===== src/rtl/bus_arbiter_rr.sv =====
// -----------------------------------------------------------------------------
// bus_arbiter_rr
//   N-core shared-bus arbiter with registered one-hot grants. Rotating
//   (round-robin) priority by default, legacy fixed priority when FIXED_PRIO=1.
//   An owner keeps the bus while its request stays high. Tenure is bounded by
//   MAX_HOLD whenever another core is waiting. Every change of owner passes
//   through one idle cycle.
//
// Handshake: request[i] is a level. Core i asks for the bus while it is high,
//   and keeps the bus while it is high and grant[i] is set. Dropping request[i]
//   while it owns the bus releases the bus at the next edge. A pending request
//   that drops before it is granted is simply forgotten.
//
// Ports:
//   clk          system clock, rising edge
//   reset        synchronous, active-low reset
//   enable       gates new grants only (never removes an existing grant)
//   request      per-core request / hold level
//   grant        registered one-hot grant, zero when idle
//   grant_valid  registered OR of grant
//   grant_id     registered index of current owner (holds last value when idle)
//   preempted    one-cycle pulse on the cycle a grant is removed by tenure expiry
//   dbg_state    FSM state (0 = IDLE, 1 = OWNED)
//   dbg_prio_ptr current rotating-priority pointer
//   dbg_hold_cnt current tenure counter
// -----------------------------------------------------------------------------
module bus_arbiter_rr #(
  parameter int NUM_CORES  = 4,
  parameter int MAX_HOLD   = 8,
  parameter bit FIXED_PRIO = 1'b0,
  localparam int ID_W      = $clog2(NUM_CORES)
) (
  input  logic                 clk,
  input  logic                 reset,
  input  logic                 enable,
  input  logic [NUM_CORES-1:0] request,
  output logic [NUM_CORES-1:0] grant,
  output logic                 grant_valid,
  output logic [ID_W-1:0]      grant_id,
  output logic                 preempted,
  output logic                 dbg_state,
  output logic [ID_W-1:0]      dbg_prio_ptr,
  output logic [7:0]           dbg_hold_cnt
);

  typedef enum logic {
    ST_IDLE  = 1'b0,
    ST_OWNED = 1'b1
  } state_e;

  state_e               state_q, state_d;
  logic [NUM_CORES-1:0] grant_q, grant_d;
  logic                 grant_valid_q, grant_valid_d;
  logic [ID_W-1:0]      grant_id_q, grant_id_d;
  logic                 preempted_q, preempted_d;
  logic [ID_W-1:0]      prio_ptr_q, prio_ptr_d;
  logic [7:0]           hold_cnt_q, hold_cnt_d;

  // Arbitration decode
  logic [ID_W-1:0] winner;
  logic            found;
  logic [ID_W-1:0] scan_idx;
  int              scan_sum;
  logic            start_grant;
  logic            release_bus;
  logic            preempt_bus;
  logic            others_req;
  logic            tenure_done;
  logic [ID_W-1:0] owner_next;

  // First set request bit scanning upward from prio_ptr, wrapping.
  always_comb begin
    winner   = '0;
    found    = 1'b0;
    scan_idx = '0;
    scan_sum = 0;
    for (int off = 0; off < NUM_CORES; off++) begin
      scan_sum = int'(prio_ptr_q) + off;
      if (scan_sum >= NUM_CORES) begin
        scan_sum = scan_sum - NUM_CORES;
      end
      scan_idx = ID_W'(scan_sum);
      if (!found && request[scan_idx]) begin
        found  = 1'b1;
        winner = scan_idx;
      end
    end
  end

  always_comb begin
    others_req  = |(request & ~grant_q);
    tenure_done = (hold_cnt_q == 8'(MAX_HOLD));
    start_grant = (state_q == ST_IDLE) && enable && found;
    // Release is checked first, so expiry coinciding with release is a release.
    release_bus = (state_q == ST_OWNED) && !request[grant_id_q];
    preempt_bus = (state_q == ST_OWNED) && !release_bus && tenure_done && others_req;
    owner_next  = (grant_id_q == ID_W'(NUM_CORES - 1)) ? '0 : grant_id_q + ID_W'(1);
  end

  // State register (all flops)
  always_ff @(posedge clk) begin
    if (!reset) begin
      state_q       <= ST_IDLE;
      grant_q       <= '0;
      grant_valid_q <= 1'b0;
      grant_id_q    <= '0;
      preempted_q   <= 1'b0;
      prio_ptr_q    <= '0;
      hold_cnt_q    <= '0;
    end else begin
      state_q       <= state_d;
      grant_q       <= grant_d;
      grant_valid_q <= grant_valid_d;
      grant_id_q    <= grant_id_d;
      preempted_q   <= preempted_d;
      prio_ptr_q    <= prio_ptr_d;
      hold_cnt_q    <= hold_cnt_d;
    end
  end

  // Next-state logic
  always_comb begin
    state_d = state_q;
    case (state_q)
      ST_IDLE:  if (start_grant) state_d = ST_OWNED;
      ST_OWNED: if (release_bus || preempt_bus) state_d = ST_IDLE;
      default:  state_d = ST_IDLE;
    endcase
  end

  // Registered-output / datapath next values
  always_comb begin
    grant_d       = grant_q;
    grant_valid_d = grant_valid_q;
    grant_id_d    = grant_id_q;
    preempted_d   = 1'b0;
    prio_ptr_d    = prio_ptr_q;
    hold_cnt_d    = hold_cnt_q;
    case (state_q)
      ST_IDLE: begin
        grant_d       = '0;
        grant_valid_d = 1'b0;
        if (start_grant) begin
          grant_d[winner] = 1'b1;
          grant_valid_d   = 1'b1;
          grant_id_d      = winner;
          hold_cnt_d      = 8'd1;
        end
      end
      ST_OWNED: begin
        if (release_bus || preempt_bus) begin
          grant_d       = '0;
          grant_valid_d = 1'b0;
          preempted_d   = preempt_bus;
          // Legacy mode keeps core 0 on top forever.
          if (!FIXED_PRIO) begin
            prio_ptr_d = owner_next;
          end
        end else if (!tenure_done) begin
          hold_cnt_d = hold_cnt_q + 8'd1;
        end
      end
      default: begin
        grant_d       = '0;
        grant_valid_d = 1'b0;
      end
    endcase
  end

  assign grant        = grant_q;
  assign grant_valid  = grant_valid_q;
  assign grant_id     = grant_id_q;
  assign preempted    = preempted_q;
  assign dbg_state    = state_q;
  assign dbg_prio_ptr = prio_ptr_q;
  assign dbg_hold_cnt = hold_cnt_q;

endmodule


===== config.mk =====
export PLATFORM = sky130hd
export DESIGN_NAME = bus_arbiter_rr
export DESIGN_NICKNAME = d
export VERILOG_FILES = /design/src/rtl/bus_arbiter_rr.sv
export SDC_FILE = /design/constraint.sdc
export NUM_CORES = 1
export LEC_CHECK = 0
export BUFFER_PORTS_ARGS = -buffer_cell sky130_fd_sc_hd__buf_4
export CORE_UTILIZATION = 49
export CTS_BUF_LIST = sky130_fd_sc_hd__clkbuf_8
export CTS_CLUSTER_DIAMETER = 120
export DETAILED_ROUTE_END_ITERATION = 7
export PLACE_DENSITY = 0.78
export SLEW_MARGIN = 25
export SYNTH_ARGS = -nofsm -noshare
export SYNTH_HDL_FRONTEND = slang
export SYNTH_SLANG_ARGS = --single-unit

===== constraint.sdc =====
create_clock -name clk -period 1.5 [get_ports clk]
set_input_delay 0.075 -clock clk [delete_from_list [all_inputs] [get_ports clk]]
set_output_delay 0.075 -clock clk [all_outputs]
set_load 0.02 [all_outputs]

==> impl_metrics.toml <==
[run_status]
status = "finished with violations"
violations = "setup timing"

[sta]
grt_setup_unrepaired = "true"
max_freq_mhz = 633
hold_violations = 0
final.min_clock_period_ps = 1580
maxSlewHeadroom_pct = 70.5
layout_setup_ws_ps = -80.3
finalMaxSlewViolations = 0
tightest_slew_ps = 443
clock_skew_ps = 5.77
period_share_pct = 105
setup_viol = 9

[global_route]
grt_pass1_wl_um = 4160
overflow = 0
antenna_found_initial = 0
grt_pass1_vias = 944
grt_max_degree = 13
grtUsageTotal_pct = 26.6

[power]
vdd_drop_max_v = 0.000513
leakage_uw = 0.000661
power.density_nw_per_um2 = 748

[clock_network]
clock_sinks = 19
cts_tree = "done"
clock_latency_ps = 260
numCtsBuffers = 3
cts_root_buf = "clkbuf_8"
clk_pin_slew_ps = 70
htree_levels = 1
cts.path.max_buffers = 2
ctsHoldBuffers = 0

[synth]
synth_cell_type_count = 40
synth_edf_count = 0
ys_seq_area_share_pct = 37.1
synth_common_cells = "19 x dfxtp_1, 13 x nor2_1, 11 x nand2_1"
synth_fa_ha_area_share_pct = 3.66
ys_async_sr_fraction_pct = 0
synth.largest_area_cell = "dfxtp_1"
synth-compound-area-share_pct = 17.4
synth_most_common_cell = "dfxtp_1"
syn_inst = 121
synth_area_leaders = "dfxtp_1 37%, mux2i_1 5.9%, nor2_1 4.8%"
synth_area_um2 = 1030
synth-seq-cells = 19
syn_nets = 131
synth_xor_area_share_pct = 2.56
synthSimpleGateAreaFrac_pct = 27.8
synthMuxAreaShare_pct = 6.95
post_synth.cell_area_avg_um2 = 8.48
synth_top_family_by_area = "simple AND/OR/NAND/NOR gates"
synth-main-ff-cell = "dfxtp_1"
yosysTopAreaCellShare_pct = 37.1
yosys_warnings = 0

[placed_design]
hpwlAfterDp_um = 2080
port_buffers = 25
place.gp.congestion = 0.848
dp_cells = 189
postPlaceCellArea_um2 = 1420

[final_layout]
diodes = 0
area_growth_pct = 51.3
nets = 177
fin_area_um2 = 1550
drive_above_1_share_pct = 47.0
finalNonFillerCells = 193

[worst_hold_path]
hold_depth = 2
holdPathEnd = "dbg_hold_cnt[5]"
hold_path_startpoint = "reset"
min_path_type = "in -> reg"

[die]
die-area_um2 = 2280
coreArea_um2 = 1960
rows = 16
die_w_um = 47.8
ios = 26
start_util_pct = 52.3
die_h_um = 47.8

[run]
drv_cap = 0

[drt]
routedWlPerCell_um = 15.6
ant_nets = 0
drc = 0
num_vias = 1131
drt-vias-per-instance = 5.86
drt_iter0_drc = 46
wl_um = 3020
dr.pass1.iters = 4

[critical_path]
crit_path_max_incr_delay_ps = 540
r2r_slack_ps = -80
crit-reg2reg-launch = "dbg_hold_cnt[4]"
slowest_stage = "or4_4"
timing.rr.end = "dbg_prio_ptr[1]"
crit_path_end_kind = "flop"
worst_ep_required_time_ps = 1650
worstSetupStartpointType = "flop"
cp_max_fo = 4
worst_ep_arrival_time_ps = 1730
critical_path_class = "reg -> reg"
cp_cell_sequence = "or4_4 -> nor2_4 -> and2_4 -> mux2i_4 -> mux2i_1"
reg2reg_depth = 5
==> per-stage QoR <==
stage                     total power, µW  util [%]  hold slack [ps]  TNS, ps  worst slack [ps]
after global placement                772      72.3              394     -162             -43.2
after CTS                            1160      77.0              133     -203             -64.7
final                                1160      79.1              141     -433             -80.3
after global routing                 1210      79.1              151     -882              -110
after detailed placement              782      72.3              410     -223             -63.1
after floorplan                       682         -              232     -221             -34.3
==> power by group <==
part / internal (µW) / switching (µW) / leakage (µW)
Combinational: 119 / 146 / 0.000478
Clock: 185 / 176 / 0.0000255
Sequential: 519 / 17.2 / 0.000158
Total: 823 / 339 / 0.000661
==> sequential cells by signal, summed over array words and instances (netlist names) <==
name / flops
grant_id: 2
dbg_prio_ptr: 2
grant: 4
dbg_state: 1
preempted: 1
dbg_hold_cnt: 8
grant_valid: 1
==> layout make-up <==
class / count / area, µm²
Clock buffer: 3 / 41.3
Clock inverter: 1 / 5.00
Fill cell: 132 / 409
Inverter: 6 / 22.5
Multi-Input combinational cell: 92 / 714
Sequential cell: 19 / 394
Tap cell: 27 / 33.8
Timing Repair Buffer: 45 / 342
==> worst max path at each step <==
| stage | end | cells past startpoint | slack [ps] | startpoint |
|---|---|---|---|---|
| 4_1_cts | grant[1] | 4 | -60 | dbg_prio_ptr[1] |
| 5_1_grt | dbg_hold_cnt[6] | 5 | -110 | dbg_state |
| 2_1_floorplan | grant[0] | 5 | -30 | dbg_hold_cnt[5] |
| 6_report | dbg_prio_ptr[1] | 5 | -80 | dbg_hold_cnt[4] |
| 3_5_place_dp | dbg_hold_cnt[5] | 6 | -60 | request[0] |
| 3_3_place_gp | dbg_hold_cnt[5] | 6 | -40 | request[0] |
==> metal layers <==
layer | GRT usage [%] | wire, µm | up-vias
li1 | - | - | 532
met2 | 41.4 | 1470 | 61
met4 | 11.1 | 65 | 0
met5 | 0 | 0 | -
met3 | 5.66 | 174 | 9
met1 | 35.7 | 1310 | 529
==> repair_timing <==
item,4_1_cts,5_1_grt
hold endpoints to repair,0,0
gates resized for setup,9,10
pin swaps,2,3
setup buffers,0,0
endpoints found under the setup margin,9,13
cloned,0,0
==> layout by cell type, fill, tap and decap left out, types with 3 or more instances in the layout <==
| cell type | count |
|---|---|
| inv_1 | 5 |
| dfxtp_2 | 5 |
| a21oi_1 | 8 |
| nand2_1 | 11 |
| mux2i_1 | 4 |
| dfxtp_1 | 12 |
| buf_4 | 44 |
| clkbuf_8 | 3 |
| ha_1 | 3 |
| nand4_1 | 3 |
| nor2_4 | 4 |
| nand3_1 | 4 |
| nor2_1 | 10 |
| nand2b_1 | 3 |
==> cells by family after synthesis <==
| logic type | count (synthesis) |
|---|---|
| multiplexers | 7 |
| buffers and inverters | 10 |
| flip-flops | 19 |
| XOR/XNOR | 3 |
| AO/OA/AOI/OAI | 26 |
| adder cells (fa/ha/maj) | 3 |
| AND/OR/NAND/NOR | 53 |
==> worst max-delay path: cells and delay by family (launching register included) <==
kind	cells	cell delay (ps)
and+or+nand+nor	3	930
DFF	1	340
muxes	2	200
Power figures use the tool's default switching activity.
